<file path="config.mk">
export PLATFORM = sky130hd
export DESIGN_NAME = frame_pack_bpsk_flat
export DESIGN_NICKNAME = d
export VERILOG_FILES = /design/src/rtl/frame_pack_bpsk_if.sv /design/src/rtl/frame_pack_bpsk.sv /design/src/flat_wrapper.sv
export SDC_FILE = /design/constraint.sdc
export NUM_CORES = 1
export LEC_CHECK = 0
export ABC_AREA = 1
export CAP_MARGIN = 10
export CELL_PAD_IN_SITES_DETAIL_PLACEMENT = 2
export CELL_PAD_IN_SITES_GLOBAL_PLACEMENT = 2
export CORE_UTILIZATION = 30
export CTS_CLUSTER_SIZE = 10
export DETAILED_ROUTE_END_ITERATION = 7
export PLACE_DENSITY = 0.77
export SYNTH_ARGS = -nofsm -noshare
export SYNTH_HDL_FRONTEND = slang
export SYNTH_SLANG_ARGS = --single-unit
</file>
<file path="constraint.sdc">
create_clock -name CLK -period 1.7 [get_ports CLK]
set_input_delay 0.255 -clock CLK [delete_from_list [all_inputs] [get_ports CLK]]
set_output_delay 0.255 -clock CLK [all_outputs]
set_load 0.01 [all_outputs]
</file>
<file path="src/rtl/frame_pack_bpsk_if.sv">
// frame_pack_bpsk_if: byte-stream input and slicer word handshake for frame_pack_bpsk.
// The master side is the byte source plus slicer.
// The slave side is the packer.
interface frame_pack_bpsk_if;
  logic        in_valid;
  logic [7:0]  in_data;
  logic        in_last;
  logic        in_ready;
  logic        valid_o;
  logic [31:0] data_o;
  logic        ack_o;

  modport master (
    output in_valid, in_data, in_last, ack_o,
    input  in_ready, valid_o, data_o
  );

  modport slave (
    input  in_valid, in_data, in_last, ack_o,
    output in_ready, valid_o, data_o
  );
endinterface

</file>
<file path="src/rtl/frame_pack_bpsk.sv">
// frame_pack_bpsk: packs a byte stream into framed 32-bit words for the BPSK slicer.
// Each frame is a sync word, then the payload (little-endian, zero-padded),
// then a trailer of {TRL_TAG, seq, byte_cnt, cksum}.
// Optional feature macro FRAME_CKSUM_EN: when defined, cksum is the XOR of the
// payload bytes. Otherwise trailer bits [7:0] are 8'h00.
module frame_pack_bpsk #(
  parameter logic [31:0] SYNC_WORD = 32'hD391_7E5A,
  parameter logic [7:0]  TRL_TAG   = 8'h5A
) (
  input logic              CLK,
  input logic              RST,
  frame_pack_bpsk_if.slave bus
);

  localparam logic [2:0] S_IDLE = 3'b001;
  localparam logic [2:0] S_PAY  = 3'b010;
  localparam logic [2:0] S_TRL  = 3'b100;

  logic [2:0]  state;
  logic [31:0] asm_q;
  logic [1:0]  k;
  logic        asm_full;
  logic        asm_last;
  logic [7:0]  seq;
  logic [7:0]  byte_cnt;
  logic [7:0]  cksum;
  logic        valid_q;
  logic [31:0] data_q;

  logic out_free;
  logic accept;
  logic closes_frame;
  logic trl_load;

  // The output register may take a new word when empty or when the slicer is
  // capturing the current one. in_ready uses the pre-transfer asm_full, so a
  // full assembly word is never overwritten by an incoming byte.
  assign out_free     = !valid_q || bus.ack_o;
  assign bus.in_ready = (state == S_PAY) && !asm_full;
  assign accept       = bus.in_valid && bus.in_ready;
  assign closes_frame = bus.in_last || (byte_cnt == 8'd254);
  assign trl_load     = (state == S_TRL) && out_free;
  assign bus.valid_o  = valid_q;
  assign bus.data_o   = data_q;

  // Frame sequencing, byte assembly and the output word register.
  always_ff @(posedge CLK or negedge RST) begin
    if (!RST) begin
      state    <= S_IDLE;
      asm_q    <= 32'h0;
      k        <= 2'd0;
      asm_full <= 1'b0;
      asm_last <= 1'b0;
      seq      <= 8'h00;
      byte_cnt <= 8'h00;
      valid_q  <= 1'b0;
      data_q   <= 32'h0;
    end else begin
      case (state)
        S_IDLE: begin
          if (bus.in_valid && out_free) begin
            data_q  <= SYNC_WORD;
            valid_q <= 1'b1;
            state   <= S_PAY;
          end else if (bus.ack_o) begin
            valid_q <= 1'b0;
          end
        end
        S_PAY: begin
          if (asm_full && out_free) begin
            data_q   <= asm_q;
            valid_q  <= 1'b1;
            asm_q    <= 32'h0;
            k        <= 2'd0;
            asm_full <= 1'b0;
            asm_last <= 1'b0;
            if (asm_last) begin
              state <= S_TRL;
            end
          end else begin
            if (bus.ack_o) begin
              valid_q <= 1'b0;
            end
            if (accept) begin
              asm_q[{k, 3'b000} +: 8] <= bus.in_data;
              byte_cnt                <= byte_cnt + 8'd1;
              k                       <= k + 2'd1;
              if ((k == 2'd3) || closes_frame) begin
                asm_full <= 1'b1;
              end
              if (closes_frame) begin
                asm_last <= 1'b1;
              end
            end
          end
        end
        S_TRL: begin
          if (out_free) begin
            data_q   <= {TRL_TAG, seq, byte_cnt, cksum};
            valid_q  <= 1'b1;
            seq      <= seq + 8'd1;
            byte_cnt <= 8'h00;
            state    <= S_IDLE;
          end else if (bus.ack_o) begin
            valid_q <= 1'b0;
          end
        end
        default: begin
          state   <= S_IDLE;
          valid_q <= 1'b0;
        end
      endcase
    end
  end

`ifdef FRAME_CKSUM_EN
  // Running XOR of the frame's payload bytes, cleared as the trailer is loaded.
  always_ff @(posedge CLK or negedge RST) begin
    if (!RST) begin
      cksum <= 8'h00;
    end else if (trl_load) begin
      cksum <= 8'h00;
    end else if (accept) begin
      cksum <= cksum ^ bus.in_data;
    end
  end
`else
  assign cksum = 8'h00;
`endif

endmodule

</file>
<file path="src/flat_wrapper.sv">
// flat-port wrapper written by rule: the top's interface ports become plain ports
module frame_pack_bpsk_flat 
#(
  parameter logic [31:0] SYNC_WORD = 32'hD391_7E5A,
  parameter logic [7:0]  TRL_TAG   = 8'h5A
)
  (CLK, RST, bus_in_valid, bus_in_data, bus_in_last, bus_ack_o, bus_in_ready, bus_valid_o, bus_data_o);
  frame_pack_bpsk_if bus_i ();
  input logic CLK;
  input logic RST;
  input wire logic [$bits(bus_i.in_valid)-1:0] bus_in_valid;
  input wire logic [$bits(bus_i.in_data)-1:0] bus_in_data;
  input wire logic [$bits(bus_i.in_last)-1:0] bus_in_last;
  input wire logic [$bits(bus_i.ack_o)-1:0] bus_ack_o;
  output wire logic [$bits(bus_i.in_ready)-1:0] bus_in_ready;
  output wire logic [$bits(bus_i.valid_o)-1:0] bus_valid_o;
  output wire logic [$bits(bus_i.data_o)-1:0] bus_data_o;
  assign bus_i.in_valid = bus_in_valid;
  assign bus_i.in_data = bus_in_data;
  assign bus_i.in_last = bus_in_last;
  assign bus_i.ack_o = bus_ack_o;
  assign bus_in_ready = bus_i.in_ready;
  assign bus_valid_o = bus_i.valid_o;
  assign bus_data_o = bus_i.data_o;
  frame_pack_bpsk #(.SYNC_WORD(SYNC_WORD), .TRL_TAG(TRL_TAG)) u_core (.CLK(CLK), .RST(RST), .bus(bus_i));
endmodule
</file>
==> results.yml <==
place:
  gp_congestion: 0.881
  io_buffer_count: 46
  pre_cts_ws_ns: -0.219
  dp_hpwl_um: 10800
setup_path:
  crit_required_ns: 2.00
  end_kind: "flip-flop"
  r2r_start: "u_core.k[0]"
  start_kind: "flip-flop"
  critPathLaunch: "u_core.k[0]"
  worstPathArrival_ns: 2.01
  crit_type: "reg2reg"
  worst-path-max-fanout: 6
cts:
  root_buffer: "clkbuf_16"
  cts_buffers: 9
  cts_tree: "done"
  clkSlewWorstSetupHoldPaths_ns: 0.07
  clock_sinks: 88
  clk-insertion-delay-late_ns: 0.36
  cts_buffer_depth: 2
  cts_htree_levels: 3
final_layout:
  drive_gt1_share_pct: 15.9
  final_cell_mix: "240 x nand2_1, 87 x dfrtp_1, 45 x nand3_1, 45 x buf_4, 44 x clkdlybuf4s50_1"
  fill_cells: 1648
  diodes: 0
  layout.nets: 688
  mostFrequentLayoutCell: "nand2_1"
  syn_to_final_growth_pct: 33.8
yosys:
  synth_top_area_cell: "dfrtp_1"
  synth-seq-cells: 88
  syn_area_per_cell_um2: 7.66
  synth_warnings: 0
  yosysSeqAreaShare_pct: 49.8
  yosys-top-cells-area: "dfrtp_1 49%, nand2_1 21%, nand3_1 5.7%"
  synth_top_area_share_pct: 49.2
  mappedNetlistNets: 599
  syn-instance-count: 578
  synth_cell_type_count: 27
  syn-cell-area_um2: 4430
sta:
  fin_worst_skew_ns: 0.00573
  setup_ws_ns: -0.0122
  tightest_slew_ns: 0.404
  fmax_ghz: 0.584
  timing_hold_violations_final: 0
  setup_violations: 1
  fin_crit_sh_pct: 101
  relSlewSlack_pct: 73.0
  slew_violations: 0
  fin_crit_ns: 1.71
flow_run:
  drv_cap: 0
grt:
  antenna_found_initial: 0
  grt-ovfl-total: 0
  grt_max_degree: 42
  grt_first_pass_wirelength_um: 24600
  grtUsageTotal_pct: 21.8
  grt_pass1_vias: 4606
power:
  ir_worst_vdd_mv: 0.582
  combPwrFrac_pct: 49.8
  clockPowerShare_pct: 21.3
  p_switching_uw: 4680
  pwr-share-seq_pct: 28.9
  switching_share_pct: 41.9
  internal-power_uw: 6480
  p_per_area_nw_per_um2: 1880
  total_power_uw: 11200
  p_leak_uw: 0.00291
drt:
  drc: 0
  finalWirelength_um: 16200
  drt_iter0_drc: 183
  routedWlPerCell_um: 19.0
  detail-route-antenna-nets: 0
  vias: 4278
  via_per_inst: 5.00
  drt-pass1-iter-count: 4
status:
  violations: "setup timing"
  status: "finished with violations"
floorplanning:
  dieArea_um2: 15200
  core_um2: 14500
  placementRows: 44
  die_x_um: 123
  pin_count: 47
  initial_core_util_pct: 30.6
  die_height_um: 123
hold_path:
  hold_class: "in2async"
through the flow:
stage / hold WS, ns / std cells / utilization (%) / area [um^2] / TNS, ns
2_1_floorplan: -0.0406 / 578 / - / 4430 / 0
5_1_grt: 0.406 / 856 / 40.9 / 5920 / -0.348
4_1_cts: 0.388 / 845 / 39.9 / 5780 / -0.0200
3_3_place_gp: 0.214 / 826 / 37.0 / 5350 / -7.84
3_5_place_dp: 0.211 / 826 / 37.0 / 5350 / -10.40
6_report: 0.376 / 856 / 40.9 / 5920 / -0.0122
power groups by stage:
stage	clock, uW	sequential, uW	combinational [uW]
after floorplan	0	3280	2690
after global placement	0	3200	4790
after detailed placement	0	3240	5040
after CTS	2440	3230	5300
after global routing	2500	3290	6090
final	2380	3220	5550
worst max-delay path: stages (launching register included):
cell and delay (ns):
dfrtp_1 0.40, buf_4 0.17, ha_1 0.27, inv_1 0.14, nand2_1 0.14, o21ai_0 0.34, nand2_1 0.12, nand2_1 0.08
worst paths after layout:
| check | end | slack, ns | cells past startpoint |
|---|---|---|---|
| max | u_core.asm_full | -0.01 | 7 |
| min | u_core.state[2] | 0.38 | 2 |
| max reg2reg | u_core.asm_full | -0.01 | 7 |
| min reg2reg | u_core.asm_q[30] | 0.48 | 2 |
| max in group asynchronous | u_core.asm_q[4] | 0.77 | 3 |
| min in group CLK | u_core.asm_q[30] | 0.48 | 2 |
synth_stat cells, drive strengths merged:
library cell,count
nand2,252
xor2,7
o22ai,2
dfstp,1
or2,6
xnor2,1
nand4,15
a21oi,1
o21a,1
inv,40
a21boi,1
o211ai,7
nand3,50
nor2,44
o21ai,26
dfrtp,87
buf,16
clkbuf,6
nor3,7
ha,8
cells by family after synthesis:
family,count (synthesis),synth area share (%)
buffers and inverters,62,6.22
adders and majority gates,8,2.26
AOI/OAI and AO/OA,38,4.86
and+or+nand+nor,374,35.3
xor gates and xnor gates,8,1.58
DFF,88,49.8
state kept, by name (all words and copies together), names as in the netlist:
signal and cells:
u_core.bus.data_o 32, u_core.asm_q 32, u_core.k 2, u_core.state 3, u_core.bus.valid_o 1, u_core.seq 8
u_core.asm_full 1, u_core.byte_cnt 8, u_core.asm_last 1
cell type report:
type	count	area (um^2)	share of cell area (%)
inverter	40	150	2.53
timing repair buffer	100	957	16.2
clock buffer	11	243	4.10
sequential	88	2200	37.2
clock inverter	5	104	1.75
tap	184	230	3.89
multi-input combinational	428	2040	34.4
repair_timing:
action,in CTS,in global routing
gates cloned,0,1
pin swaps,1,4
endpoints found under the hold margin,21,0
resized for setup,19,15
hold buffers,1,0
endpoints found under the setup margin,56,69
setup buffers,2,10
routing by layer:
layer	vias up	share of wire, %	track usage, %
li1	2009	-	-
met1	2179	43	26.8
met2	62	52	37.9
met3	28	2.4	3.69
met4	0	2.8	8.28
met5	-	0	0
Power figures use the tool's default switching activity.
==> RTL edit, RTL diff (same settings) <==
Add a define of `FRAME_CKSUM_EN`.
--- a/src/rtl/frame_pack_bpsk.sv
+++ b/src/rtl/frame_pack_bpsk.sv
@@ -5,2 +5,4 @@
 // payload bytes. Otherwise trailer bits [7:0] are 8'h00.
+`define FRAME_CKSUM_EN
+
 module frame_pack_bpsk #(
Formal check against the unedited RTL: not equivalent (Yosys sat finds a counterexample within 10 cycles, from zero or initial values and one cycle with RST low).
==> RTL edit against the unedited design <==
Combinational power increased by 21%. Clock power down 11%. Count of clock-buffer cells in the layout did not move. Sequential cell count is 8 higher. Cell area grew 11%. Clock skew is 0.00071 ns lower. Via count up 11%. Setup slack better by 0.022 ns. Area after synthesis up 10%. Largest power group unchanged. Power up 12%. Routed wire length up 11%. Core utilization increased by 0.36 points. First-iteration DRC count shrank 9.8%.
==> RTL edit: results (changes against the unedited design) <==
- The net total in the final layout is 764 (+11%).
- The largest fanout on the critical path came to 16 (+10).
- The met1 capacity usage during global routing is 0.267 (about the same).
- The estimated wirelength of the detail-placed design was 12200 um (+13%).
- The fraction of the mapped netlist area in adder cells is 0.0205 (-0.00211).
- The maximum vdd drop is 0.606 mV (+4.2%).
- The reg-to-reg critical path startpoint is u_core.state[0].
- The mux share of post-synthesis cell area came to 0 (unchanged).
- The global-route met3 utilization is 0.0314 (-0.00552).
- The xor/xnor share of the synthesized area is 0.0143 (-0.00148).
- The met1 wire length is 8000 um (+14%).
- Counting instances in the post-synthesis netlist gives the leading cell types as sky130_fd_sc_hd__nand2_1, sky130_fd_sc_hd__dfrtp_1, sky130_fd_sc_hd__nand3_1.
- At the later pin of the worst-skew pair, clock insertion delay measures 0.35 ns.
- The global router's overall resource usage came to 0.219 (+0.00154).
- The total number of vias came to 4748 (+11%).
- The number of optimization iterations in the first detailed-route pass is 4 (unchanged).
- The slew at the pin with the worst max-slew slack is 0.449 ns (+0.0441 ns).
- The met2 global-route usage is 0.399 (+0.0203).
- The total leakage power is 3.21 nW (+10%).
- The synthesized-area fraction occupied by ao, oa, aoi and oai cells was 0.0635 (+0.0149).
- The weighted congestion reported at the end of routability-driven placement was 0.853 (-3.2%).
- The average detailed-routed wire length per instance is 18.8 um (-1.1%).
- The number of global-route vias before repair came to 5177 (+12%).
- The worst hold margin is 0.398 ns (+0.0223 ns).
- The run finished with clean final reports.
- The ratio of cells with drive above 1 in the final layout came to 0.173 (+0.0135).
- The sequential element share of the synthesized area is 0.492 (-0.00554).
- The global-route wire length before repair was 27700 um (+13%).
- The register-to-register path setup slack is 0.01 ns (+0.02 ns).
- The worst clock skew is 0.00502 ns (-0.000715 ns).
- Yosys attributes the largest share of cell area to sky130_fd_sc_hd__dfrtp_1, sky130_fd_sc_hd__nand2_1, sky130_fd_sc_hd__nand3_1.
- The worst-case reg-to-reg path depth came to 9 (+2).
- The worst endpoint data arrival time is 1.98 ns (-0.03 ns).
- The amount of wire on met3 after detailed routing is 335 um (-13%).
- The total nets after synthesis is 665 (+11%).
- The reg-to-reg endpoint is u_core.bus.data_o[14].
- The final-layout fill cell count was 1833 (+11%).
- The violation count after the first detailed-routing iteration is 165 (-9.8%).
- The count of different cell masters after synthesis came to 31 (+15%).
- The maximum number of pins on one net before global-route repair is 33 (-21%).
- The minimum clock period after layout came to 1.69 ns (-0.0220 ns).
RTL edit: cell count changes in the layout (fill, tap and decap cells not counted), sizes merged, moves of 2 or more:
cell / delta
nand2: +25
o21ai: +14
buf: +11
a21oi: +8
dfrtp: +8
inv: +6
nand3: +4
nor2: +3
bufinv: -2
or2: -2
RTL edit: metrics by stage:
| stage | power, mW | setup TNS, ns | std cells | worst slack (ns) | cell area, um^2 |
|---|---|---|---|---|---|
| 2_1_floorplan | 6.57 | 0 | 644 | 0.00256 | 4880 |
| 3_3_place_gp | 8.70 | -4.70 | 933 | -0.109 | 5910 |
| 3_5_place_dp | 9.10 | -9.85 | 933 | -0.196 | 5910 |
| 4_1_cts | 11.8 | -0.398 | 957 | -0.0479 | 6370 |
| 5_1_grt | 13.3 | -1.60 | 963 | -0.0924 | 6560 |
| 6_report | 12.4 | 0 | 963 | 0.00990 | 6560 |
RTL edit: area by class of cell:
type,count,area [um^2],area share
Sequential cell,96,2400,0.367
Multi-Input combinational cell,478,2320,0.353
Timing Repair Buffer,112,1090,0.166
Tap cell,216,270,0.0412
Clock buffer,11,243,0.0370
Inverter,46,178,0.0271
Clock inverter,4,55.1,0.00840
RTL edit: worst max-delay path by stage:
stage	end	slack [ns]	start
CTS	u_core.bus.data_o[22]	-0.05	u_core.state[0]
global placement	u_core.seq[7]	-0.11	bus_ack_o
detailed placement	u_core.asm_q[16]	-0.20	bus_ack_o
finish	u_core.bus.data_o[14]	0.01	u_core.state[0]
floorplan	u_core.asm_q[16]	0.003	u_core.k[0]
global route	u_core.asm_q[2]	-0.09	u_core.k[1]
RTL edit: critical path, cell delays in order (launching register included):
cell and delay, ns:
sky130_fd_sc_hd__dfstp_2 0.57, sky130_fd_sc_hd__buf_6 0.13, sky130_fd_sc_hd__inv_4 0.05, sky130_fd_sc_hd__nand3_4 0.12
sky130_fd_sc_hd__nand3_2 0.13, sky130_fd_sc_hd__nand4_1 0.13, sky130_fd_sc_hd__buf_6 0.16, sky130_fd_sc_hd__clkbuf_16 0.20
sky130_fd_sc_hd__nand2_1 0.07, sky130_fd_sc_hd__nand2_1 0.07
RTL edit: where the power goes:
| group | internal, mW | switching, mW | total (mW) |
|---|---|---|---|
| clock network | 1.18 | 0.930 | 2.11 |
| registers | 3.06 | 0.556 | 3.61 |
| logic | 2.77 | 3.95 | 6.72 |
RTL edit: what timing repair did:
| action | 4_1_cts | 5_1_grt |
|---|---|---|
| setup endpoints to repair | 40 | 65 |
| endpoints found under the hold margin | 28 | 0 |
| pin swaps | 1 | 16 |
| hold buffers | 1 | 0 |
| gates cloned | 3 | 2 |
| buffers inserted | 5 | 5 |
| gates resized for setup | 21 | 39 |
